`config.mk`:
```
export PLATFORM = sky130hd
export DESIGN_NAME = xm_controller
export DESIGN_NICKNAME = d
export VERILOG_FILES = /design/src/rtl/xm_controller.sv
export SDC_FILE = /design/constraint.sdc
export NUM_CORES = 1
export LEC_CHECK = 0
export CORE_MARGIN = 2
export CORE_UTILIZATION = 40
export CTS_CLUSTER_DIAMETER = 40
export DETAILED_ROUTE_END_ITERATION = 10
export DONT_BUFFER_PORTS = 1
export PLACE_DENSITY_LB_ADDON = 0.08
export RECOVER_POWER = 25
export SKIP_CTS_REPAIR_TIMING = 1
export SYNTH_ARGS = -nofsm -noshare
export SYNTH_HDL_FRONTEND = slang
export SYNTH_SLANG_ARGS = --single-unit
```
`constraint.sdc`:
```
create_clock -name clk_i -period 3.9 [get_ports clk_i]
set_input_delay 0.78 -clock clk_i [delete_from_list [all_inputs] [get_ports clk_i]]
set_output_delay 0.78 -clock clk_i [all_outputs]
set_load 0.01 [all_outputs]
```
`src/rtl/xm_controller.sv`:
```
// Multi-cycle control unit for the X-Makina datapath: sequences fetch, decode, execute,
// memory and write-back, and holds in a sticky fault state on illegal opcodes or bad accesses.
module xm_controller #(
  parameter int unsigned WORD = 16
) (
  input  logic            clk_i,
  input  logic            arst_i,
  input  logic [WORD-1:0] ir_i,
  input  logic            memRdy_i,
  input  logic            badMem_i,
  output logic            pcWr_o,
  output logic            regWr_o,
  output logic            memEn_o,
  output logic            memWr_o,
  output logic            irWr_o,
  output logic            byteOp_o,
  output logic            pcSel_o,
  output logic [1:0]      aluBSel_o,
  output logic [1:0]      regWrMode_o,
  output logic [2:0]      regWrSel_o,
  output logic [2:0]      regWrAdr_o,
  output logic [2:0]      regAdrA_o,
  output logic [2:0]      regAdrB_o,
  output logic [3:0]      aluOp_o,
  output logic [WORD-1:0] branchOffs_o,
  output logic            memWe_o,
  output logic            instDone_o,
  output logic            fault_o
);

  typedef enum logic [2:0] {
    StFetch, StFwait, StDecode, StExec, StMwait, StWb, StFault
  } state_t;

  state_t     state_q, state_d;
  logic [2:0] cls;

  assign cls          = ir_i[15:13];
  assign byteOp_o     = ir_i[6];
  assign aluOp_o      = ir_i[11:8];
  assign regAdrA_o    = ir_i[5:3];
  assign regAdrB_o    = ir_i[5:3];
  assign regWrMode_o  = ((cls == 3'b010) || (cls == 3'b100)) ? {1'b0, ir_i[6]} : 2'd0;
  // 13-bit word offset scaled to bytes and sign-extended to the datapath width
  assign branchOffs_o = {{(WORD-14){ir_i[12]}}, ir_i[12:0], 1'b0};

  always_ff @(posedge clk_i) begin
    if (arst_i) state_q <= StFetch;
    else        state_q <= state_d;
  end

  always_comb begin
    state_d    = state_q;
    pcWr_o     = 1'b0;
    regWr_o    = 1'b0;
    memEn_o    = 1'b0;
    memWr_o    = 1'b0;
    irWr_o     = 1'b0;
    pcSel_o    = 1'b0;
    memWe_o    = 1'b0;
    instDone_o = 1'b0;
    fault_o    = 1'b0;
    aluBSel_o  = 2'd0;
    regWrSel_o = 3'd0;
    regWrAdr_o = ir_i[2:0];
    if (arst_i) begin
      state_d = StFetch;
    end else begin
      unique case (state_q)
        StFetch: begin
          if (badMem_i) begin
            state_d = StFault;
          end else begin
            memEn_o = 1'b1;
            state_d = StFwait;
          end
        end
        StFwait: begin
          if (badMem_i) begin
            state_d = StFault;
          end else if (memRdy_i) begin
            memWr_o = 1'b1;
            irWr_o  = 1'b1;
            pcWr_o  = 1'b1;
            state_d = StDecode;
          end
        end
        StDecode: begin
          unique case (cls)
            3'b000, 3'b001, 3'b010, 3'b100, 3'b101: state_d = StExec;
            default:                                state_d = StFault;
          endcase
        end
        StExec: begin
          unique case (cls)
            3'b000: begin
              pcWr_o     = 1'b1;
              pcSel_o    = 1'b1;
              instDone_o = 1'b1;
              state_d    = StFetch;
            end
            3'b001: begin
              // Link register R5 captures the PC in the same cycle the branch is taken
              regWr_o    = 1'b1;
              regWrSel_o = 3'd1;
              regWrAdr_o = 3'd5;
              pcWr_o     = 1'b1;
              pcSel_o    = 1'b1;
              instDone_o = 1'b1;
              state_d    = StFetch;
            end
            3'b010: begin
              aluBSel_o  = {1'b0, ir_i[7]};
              regWr_o    = 1'b1;
              instDone_o = 1'b1;
              state_d    = StFetch;
            end
            3'b100, 3'b101: begin
              memEn_o   = 1'b1;
              aluBSel_o = 2'd2;
              memWe_o   = (cls == 3'b101);
              state_d   = badMem_i ? StFault : StMwait;
            end
            default: state_d = StFault;
          endcase
        end
        StMwait: begin
          if (badMem_i) begin
            state_d = StFault;
          end else if (memRdy_i) begin
            if (cls == 3'b100) begin
              memWr_o = 1'b1;
              state_d = StWb;
            end else begin
              instDone_o = 1'b1;
              state_d    = StFetch;
            end
          end
        end
        StWb: begin
          regWr_o    = 1'b1;
          regWrSel_o = 3'd2;
          instDone_o = 1'b1;
          state_d    = StFetch;
        end
        StFault: fault_o = 1'b1;
        default: state_d = StFault;
      endcase
    end
  end

endmodule

```
==> impl_metrics.env, run 1 <==
export IMPL_status="finished, final reports clean"
export IMPL_cts_htree_levels=1
export IMPL_area_sequential_um2=60.1
export IMPL_synth_area_top_cells="buf_4 32%, dfxtp_1 8.7%, nand2_1 3.8%"
export IMPL_crit_fanout=13
export IMPL_hpwlAfterDp_um=1010
export IMPL_place_ws_ps=1210
export IMPL_clk_latency_ps=230
export IMPL_largestRegisters="state_q (3)"
export IMPL_crit_type="reg -> out"
export IMPL_cp_num_buf_inv=0
export IMPL_fillCellCount=176
export IMPL_yosysTopAreaCellShare_pct=31.6
export IMPL_fmax_mhz=355
export IMPL_fin_skew_ps=1.77
export IMPL_cts_sinks=3
export IMPL_place_congestion=0.776
export IMPL_p_clk_share_pct=35.3
export IMPL_tightest_slew_ps=632
export IMPL_synth_cells=101
export IMPL_wl_per_cell_um=15.3
export IMPL_synth_edf_count=0
export IMPL_tns_ps=0
export IMPL_synth_ff_type="dfxtp_1"
export IMPL_first_pass_iters=3
export IMPL_synth_distinct_cells=31
export IMPL_synth_top_cell_by_area="buf_4"
export IMPL_rows=14
export IMPL_cts_buffers_inserted=3
export IMPL_slowest_stage="dfxtp_1"
export IMPL_cp_startpoint="state_q[1]$_SDFFE_PP0P_"
export IMPL_pin_count=66
export IMPL_timing_slew_headroom_pct=57.5
export IMPL_largest_reg_flops=3
export IMPL_postRouteWirelength_um=1350
export IMPL_maxCapViolCount=0
export IMPL_slowest_delay_ps=590
export IMPL_synth_common_cells="29 x buf_4, 7 x nand2_1, 7 x nor2_1"
export IMPL_peakVddDrop_mv=0.112
export IMPL_largest_register="state_q"
export IMPL_required_ps=3120
export IMPL_clk_path_buf_depth=2
export IMPL_setup_slack_ps=1090
export IMPL_seq_power_share_pct=32.8
export IMPL_avgViaCountPerCell=5.81
export IMPL_ys_seq_area_share_pct=8.71
export IMPL_grt_pass1_vias=424
export IMPL_grt_antenna_before_repair=0
export IMPL_hold_path_startpoint="arst_i"
export IMPL_grt_pass1_wl_um=2070
export IMPL_drc_errors=0
export IMPL_syn_cell_area_um2=689
export IMPL_p_int_mw=0.0974
export IMPL_arrival_ps=2030
export IMPL_yosys_warnings=0
export IMPL_grt_overflow_total=0
export IMPL_yosysMostFrequentCell="buf_4"
export IMPL_hold_path_class="in -> reg"
export IMPL_ys_ff_latch=3
export IMPL_vias=511
export IMPL_rsz0062_at_grt="false"
export IMPL_cellLeakagePower_nw=0.177
export IMPL_end_kind="output port"
export IMPL_p_sw_share_pct=37.3
export IMPL_grt_max_degree=17
export IMPL_drive_above_1_share_pct=9.72
export IMPL_first_iter_violations=2
export IMPL_core_area_um2=1560
export IMPL_cellPowerDensity_nw_per_um2=310
export IMPL_final_nets=93
export IMPL_synth_avg_cell_area_um2=6.83
export IMPL_n_antenna_cell=0
export IMPL_rr_startpoint="state_q[0]$_SDFFE_PP0P_"
export IMPL_multi_input_area_um2=379
export IMPL_p_comb_share_pct=32.0
export IMPL_hold_viol=0
export IMPL_drtAntennaViolNets=0
export IMPL_power_switching_mw=0.0580
export IMPL_portBuffers=0
export IMPL_setup_viol=0
export IMPL_clk_pin_slew_ps=40
export IMPL_root_buffer="clkbuf_4"
export IMPL_fp_dieH_um=45.5
export IMPL_tritoncts="yes"
export IMPL_async_flop_share_pct=0
export IMPL_fp_dieW_um=45.5
export IMPL_fin_crit_ps=2810
export IMPL_start_util_pct=44.2
export IMPL_cp_cell_sequence="nand2_2 -> or4_4 -> or3b_4 -> and2_4"
export IMPL_startpoint_type="flip-flop"
export IMPL_fin_crit_sh_pct=72.1
export IMPL_crit_family="simple AND/OR/NAND/NOR gates"
export IMPL_track_usage_pct=13.5
export IMPL_dieArea_um2=2070
export IMPL_syn2layout_area_growth_pct=-27.4
export IMPL_slew_violations=0
[cell type report]
type	count	share of cell area, %
clock buffers	4	5.25
multi-input cells	61	75.8
inverters	4	3.00
well taps	16	4.00
flip-flops and latches	3	12.0
[placed cells by master, fill, tap and decap left out, drive strengths merged]
cell type / count
nor3: 4
a21oi: 2
o21ai: 3
nand2b: 3
o2bb2ai: 1
a221o: 1
or2b: 3
nand3: 2
nor3b: 2
conb: 3
or4: 1
xnor2: 2
clkbuf: 4
nand2: 8
mux2i: 2
o221ai: 1
a2111oi: 1
dfxtp: 3
inv: 4
o32ai: 1
o22ai: 2
a211oi: 3
a2bb2oi: 2
nor2: 7
and2: 3
nor4: 3
or3b: 1
[path summary, 6_finish.rpt]
path,endpoint,slack (ps),depth (start not counted)
setup reg to reg,state_q[1]$_SDFFE_PP0P_,2420,3
hold / removal,state_q[2]$_SDFFE_PP0P_,620,1
setup / recovery,regWrAdr_o[1],1090,4
hold reg to reg,state_q[0]$_SDFFE_PP0P_,750,3
[routing by layer]
metal,GRT usage (%),vias up,wire length (um)
met3,6.75,2,129
met2,18.6,25,586
li1,-,261,-
met4,3.53,0,2
met5,0,-,0
met1,18.2,223,628
[power groups by stage]
stage	logic, mW	registers [mW]	clock network, mW
floorplan	0.0845	0.0416	0
global placement	0.0504	0.0525	0
detailed placement	0.0495	0.0514	0
CTS	0.0498	0.0509	0.0579
global route	0.0546	0.0530	0.0607
finish	0.0497	0.0509	0.0548
[logic make-up after synthesis]
family	synth area share (%)
compound gates	17.8
xor+xnor	2.54
buf+inv	37.4
flops	8.71
mux	2.90
other cells	0.544
simple gates	30.1
[stage by stage]
step	power, mW	area (um2)	util [%]	hold WS (ps)	cells
global route	0.168	500	32.1	605	88
CTS	0.159	500	32.1	611	88
detailed placement	0.101	474	30.4	743	84
finish	0.155	500	32.1	621	88
global placement	0.103	474	30.4	762	84
floorplan	0.126	697	-	632	103
Note: power is estimated with default switching activity, not from simulation.
==> inputs of run 2 (changes only) <==
clock period = 2.4 ns   (was 3.9 ns; I/O delays follow)
==> run 2 against run 1 <==
Combinational power increased by 120%; clock power increased by 62%; setup slack got worse by 950 ps; core utilization increased by 1.5 points; largest power group is now combinational cells; register-to-register slack got worse by 1600 ps; sequential power increased by 32%; final area increased by 4.8%; via count increased by 5.3%; routed wire length increased by 4.3%; critical path type unchanged; global-route usage decreased by 0.16 points; sequential cell count unchanged; power increased by 70%.
==> impl_metrics.env, run 2 (synthesis gave the netlist of run 1 again) <==
export IMPL_status="finished, final reports clean"
export IMPL_crit_fanout=9
export IMPL_fin_crit_ps=2260
export IMPL_hold_viol=0
export IMPL_clk_latency_ps=230
export IMPL_setup_slack_ps=136
export IMPL_layout_common_cells="7 x nand2_1, 7 x nor2_1, 4 x nor3_1, 4 x inv_1"
export IMPL_root_buffer="clkbuf_4"
export IMPL_dp_cells=87
export IMPL_setup_viol=0
export IMPL_first_iter_violations=14
export IMPL_largest_register="state_q"
export IMPL_fin_cells=91
export IMPL_track_usage_pct=13.3
export IMPL_drive_above_1_share_pct=14.7
export IMPL_final_nets=96
export IMPL_dieArea_um2=2070
export IMPL_drc_errors=0
export IMPL_slowest_delay_ps=450
export IMPL_vias=538
export IMPL_cts_buffers_inserted=3
export IMPL_place_congestion=0.787
export IMPL_final_cell_area_um2=524
export IMPL_required_ps=1920
export IMPL_grt_overflow_total=0
export IMPL_power_switching_mw=0.0980
export IMPL_cts_htree_levels=1
export IMPL_portBuffers=0
export IMPL_tritoncts="yes"
export IMPL_grt_max_degree=16
export IMPL_p_clk_share_pct=33.7
export IMPL_place_area_um2=497
export IMPL_avgViaCountPerCell=5.91
export IMPL_grt_pass1_wl_um=2050
export IMPL_fin_crit_sh_pct=94.3
export IMPL_n_antenna_cell=0
export IMPL_rows=14
export IMPL_postRouteWirelength_um=1400
export IMPL_startpoint_type="flip-flop"
export IMPL_largestRegisters="state_q (3)"
export IMPL_grt_antenna_before_repair=0
export IMPL_slew_violations=0
export IMPL_grt_pass1_vias=450
export IMPL_fin_skew_ps=9.41
export IMPL_drtAntennaViolNets=0
export IMPL_arrival_ps=1780
export IMPL_cts_sinks=3
export IMPL_fmax_mhz=442
export IMPL_maxCapViolCount=0
export IMPL_p_comb_share_pct=40.7
export IMPL_slowest_stage="or4_4"
export IMPL_p_int_mw=0.165
export IMPL_core_area_um2=1560
export IMPL_syn2layout_area_growth_pct=-24.0
export IMPL_seq_power_share_pct=25.6
export IMPL_largest_reg_flops=3
export IMPL_hpwlAfterDp_um=1060
export IMPL_clk_pin_slew_ps=40
export IMPL_cellLeakagePower_nw=0.193
export IMPL_pin_count=66
export IMPL_fp_dieW_um=45.5
export IMPL_place_ws_ps=276
export IMPL_first_pass_iters=4
export IMPL_tns_ps=0
export IMPL_wl_per_cell_um=15.4
export IMPL_rsz0062_at_grt="false"
export IMPL_hold_path_class="in -> reg"
export IMPL_clk_path_buf_depth=2
export IMPL_peakVddDrop_mv=0.160
export IMPL_cp_cell_sequence="nand2_2 -> or4_4 -> or3b_4 -> and2_4"
export IMPL_p_sw_share_pct=37.2
export IMPL_fp_dieH_um=45.5
export IMPL_start_util_pct=44.2
export IMPL_crit_type="reg -> out"
export IMPL_cellPowerDensity_nw_per_um2=503
export IMPL_end_kind="output port"
-- run 2: cell types whose count changed in the layout (fill, tap and decap cells not counted) --
cell / previous run / this run
buf_4: 0 / 3
dfxtp_2: 0 / 1
dfxtp_1: 3 / 2
-- run 2: worst max-delay path: cells and delay by family, from the launching register on --
kind             cells  cell delay (ps)
AND/OR/NAND/NOR      4             1150
flip-flops           1              400
-- run 2: final timing paths --
kind | start | end | slack [ps] | cells past startpoint
worst max-delay path | state_q[0]$_SDFFE_PP0P_ | regWrAdr_o[1] | 140 | 4
worst min-delay path | arst_i | state_q[2]$_SDFFE_PP0P_ | 320 | 1
worst max register to register | state_q[2]$_SDFFE_PP0P_ | state_q[1]$_SDFFE_PP0P_ | 860 | 4
worst min register to register | state_q[0]$_SDFFE_PP0P_ | state_q[0]$_SDFFE_PP0P_ | 690 | 3
-- run 2: metal layers --
layer	routed length [um]	global-route usage, %
met5	0	0
met4	2	7.06
met3	170	4.76
met2	647	18.9
met1	583	17.3
-- run 2: area by class of cell --
| type | count | area (um2) |
|---|---|---|
| clock buffers | 4 | 26.3 |
| fillers | 174 | 1030 |
| inverters | 4 | 15.0 |
| multi-input cells | 61 | 379 |
| flip-flops and latches | 3 | 61.3 |
| well taps | 16 | 20.0 |
| repair buffers | 3 | 22.5 |
-- run 2: power by group through the flow --
stage	Sequential (mW)	Clock, mW	Combinational (mW)
6_report	0.0674	0.0889	0.107
5_1_grt	0.0693	0.0916	0.116
4_1_cts	0.0670	0.0885	0.106
3_5_place_dp	0.0677	0	0.105
3_3_place_gp	0.0676	0	0.109
2_1_floorplan	0.0676	0	0.137
-- run 2: through the flow --
| step | hold slack, ps | power (mW) | utilization [%] |
|---|---|---|---|
| 2_1_floorplan | 632 | 0.205 | - |
| 3_3_place_gp | 561 | 0.176 | 31.9 |
| 3_5_place_dp | 560 | 0.173 | 31.9 |
| 4_1_cts | 318 | 0.261 | 33.5 |
| 5_1_grt | 316 | 0.277 | 33.6 |
| 6_report | 316 | 0.263 | 33.6 |
==> inputs of run 3 (changes only) <==
CELL_PAD_IN_SITES_DETAIL_PLACEMENT = 0   (was default)
CELL_PAD_IN_SITES_GLOBAL_PLACEMENT = 1   (was default)
CORE_UTILIZATION = 34   (was 40)
clock period = 1.85 ns   (was 2.4 ns; I/O delays follow)
==> run 3 against run 2 <==
The run now ends with negative setup slack left; non-clock buffer count is 12 higher; sequential cell count stayed put; setup slack worse by 340 ps; clock-buffer cell count stayed put.
==> impl_metrics.env, run 3 (synthesis gave the netlist of run 1 again) <==
export IMPL_rows=16
export IMPL_setup_viol=5
export IMPL_postRouteWirelength_um=1610
export IMPL_required_ps=1480
export IMPL_start_util_pct=35.5
export IMPL_vias=579
export IMPL_failed_checks="negative setup slack"
export IMPL_slowest_stage="or4_4"
export IMPL_cp_cell_sequence="or4_4 -> or3b_4 -> and2_4"
export IMPL_slew_violations=0
export IMPL_fp_dieH_um=49.0
export IMPL_setup_slack_ps=-201
export IMPL_cellLeakagePower_nw=0.265
export IMPL_largest_register="state_q"
export IMPL_crit_family="simple AND/OR/NAND/NOR gates"
export IMPL_hold_path_class="in -> reg"
export IMPL_portBuffers=0
export IMPL_cp_num_buf_inv=0
export IMPL_largest_reg_flops=3
export IMPL_core_area_um2=1940
export IMPL_peakVddDrop_mv=0.284
export IMPL_fin_crit_ps=2050
export IMPL_grt_pass1_vias=516
export IMPL_status="finished with violations"
export IMPL_clk_pin_slew_ps=30
export IMPL_end_kind="output port"
export IMPL_cts_htree_levels=1
export IMPL_cts_buffers_inserted=3
export IMPL_crit_type="reg -> out"
export IMPL_clk_path_buf_depth=2
export IMPL_multi_input_area_um2=429
export IMPL_largestRegisters="state_q (3)"
export IMPL_final_common_cell="buf_4"
export IMPL_maxCapViolCount=0
export IMPL_syn2layout_area_growth_pct=-0.181
export IMPL_fillCellCount=230
export IMPL_hold_viol=0
export IMPL_place_congestion=0.729
export IMPL_drive_above_1_share_pct=35.6
export IMPL_dieArea_um2=2400
export IMPL_first_iter_violations=18
export IMPL_fp_dieW_um=49.0
export IMPL_n_antenna_cell=0
export IMPL_cts_sinks=3
export IMPL_area_sequential_um2=63.8
export IMPL_startpoint_type="flip-flop"
export IMPL_tritoncts="yes"
export IMPL_hpwlAfterDp_um=1180
export IMPL_fin_crit_sh_pct=111
export IMPL_fin_skew_ps=5.17
export IMPL_grt_antenna_before_repair=0
export IMPL_wl_per_cell_um=14.1
export IMPL_grt_overflow_total=0
export IMPL_rsz0062_at_grt="true"
export IMPL_first_pass_iters=4
export IMPL_grt_max_degree=16
export IMPL_grt_pass1_wl_um=2390
export IMPL_whs_ps=205
export IMPL_cellPowerDensity_nw_per_um2=552
export IMPL_pin_count=66
export IMPL_layout_common_cells="13 x buf_4, 7 x nand2_1, 5 x nor2_1"
export IMPL_drc_errors=0
export IMPL_place_ws_ps=26.4
export IMPL_root_buffer="clkbuf_4"
export IMPL_avgViaCountPerCell=5.08
export IMPL_arrival_ps=1680
export IMPL_final_nets=108
export IMPL_drtAntennaViolNets=0
export IMPL_slowest_delay_ps=530
export IMPL_clk_latency_ps=240
export IMPL_crit_fanout=4
export IMPL_track_usage_pct=13.4
export IMPL_fmax_mhz=488
[run 3: cell types whose count changed in the layout (fill, tap and decap cells not counted), sizes merged]
cell and change:
buf +12
[run 3: final cells by class]
type | count | share of cell area (%)
sequential | 3 | 9.27
multi-input combinational | 61 | 62.4
timing repair buffer | 15 | 17.5
tap | 27 | 4.91
inverter | 4 | 2.18
clock buffer | 4 | 3.82
[run 3: final timing paths]
path | from | to | slack, ps | cells past startpoint
hold reg to reg | state_q[0]$_SDFFE_PP0P_ | state_q[0]$_SDFFE_PP0P_ | 740 | 4
hold / removal | arst_i | state_q[2]$_SDFFE_PP0P_ | 210 | 1
setup / recovery | state_q[2]$_SDFFE_PP0P_ | regWrAdr_o[1] | -200 | 3
setup reg to reg | state_q[2]$_SDFFE_PP0P_ | state_q[1]$_SDFFE_PP0P_ | 190 | 5
[run 3: metal layers]
metal	global-route usage (%)	share of wire, %	vias up	wire (um)
li1	-	-	290	-
met1	17.5	46	266	732
met2	17.6	45	19	718
met3	4.91	8.6	4	138
met4	10.0	1.1	0	17
met5	0	0	-	0
[run 3: power breakdown]
part / internal, mW / switching (mW) / leakage, nW
Combinational: 0.0789 / 0.0981 / 0.224
Sequential: 0.0771 / 0.00679 / 0.0258
Clock: 0.0811 / 0.0377 / 0.0150
[run 3: worst register-to-register path: cells and delay by family, from the launching register on]
family	cells	cell delay (ps)
buffers and inverters	2	370
AOI/OAI and AO/OA	1	480
and+or+nand+nor	1	300
muxes	1	140
DFF	1	320
[run 3: stage by stage]
step | instances | cell area, um2 | total power, mW | utilization, % | TNS [ps]
finish | 114 | 688 | 0.380 | 35.4 | -817
global route | 114 | 688 | 0.408 | 35.4 | -1020
floorplan | 103 | 708 | 0.269 | - | -120
global placement | 109 | 594 | 0.252 | 30.6 | 0
CTS | 113 | 621 | 0.371 | 32.0 | -1100
detailed placement | 109 | 594 | 0.248 | 30.6 | 0
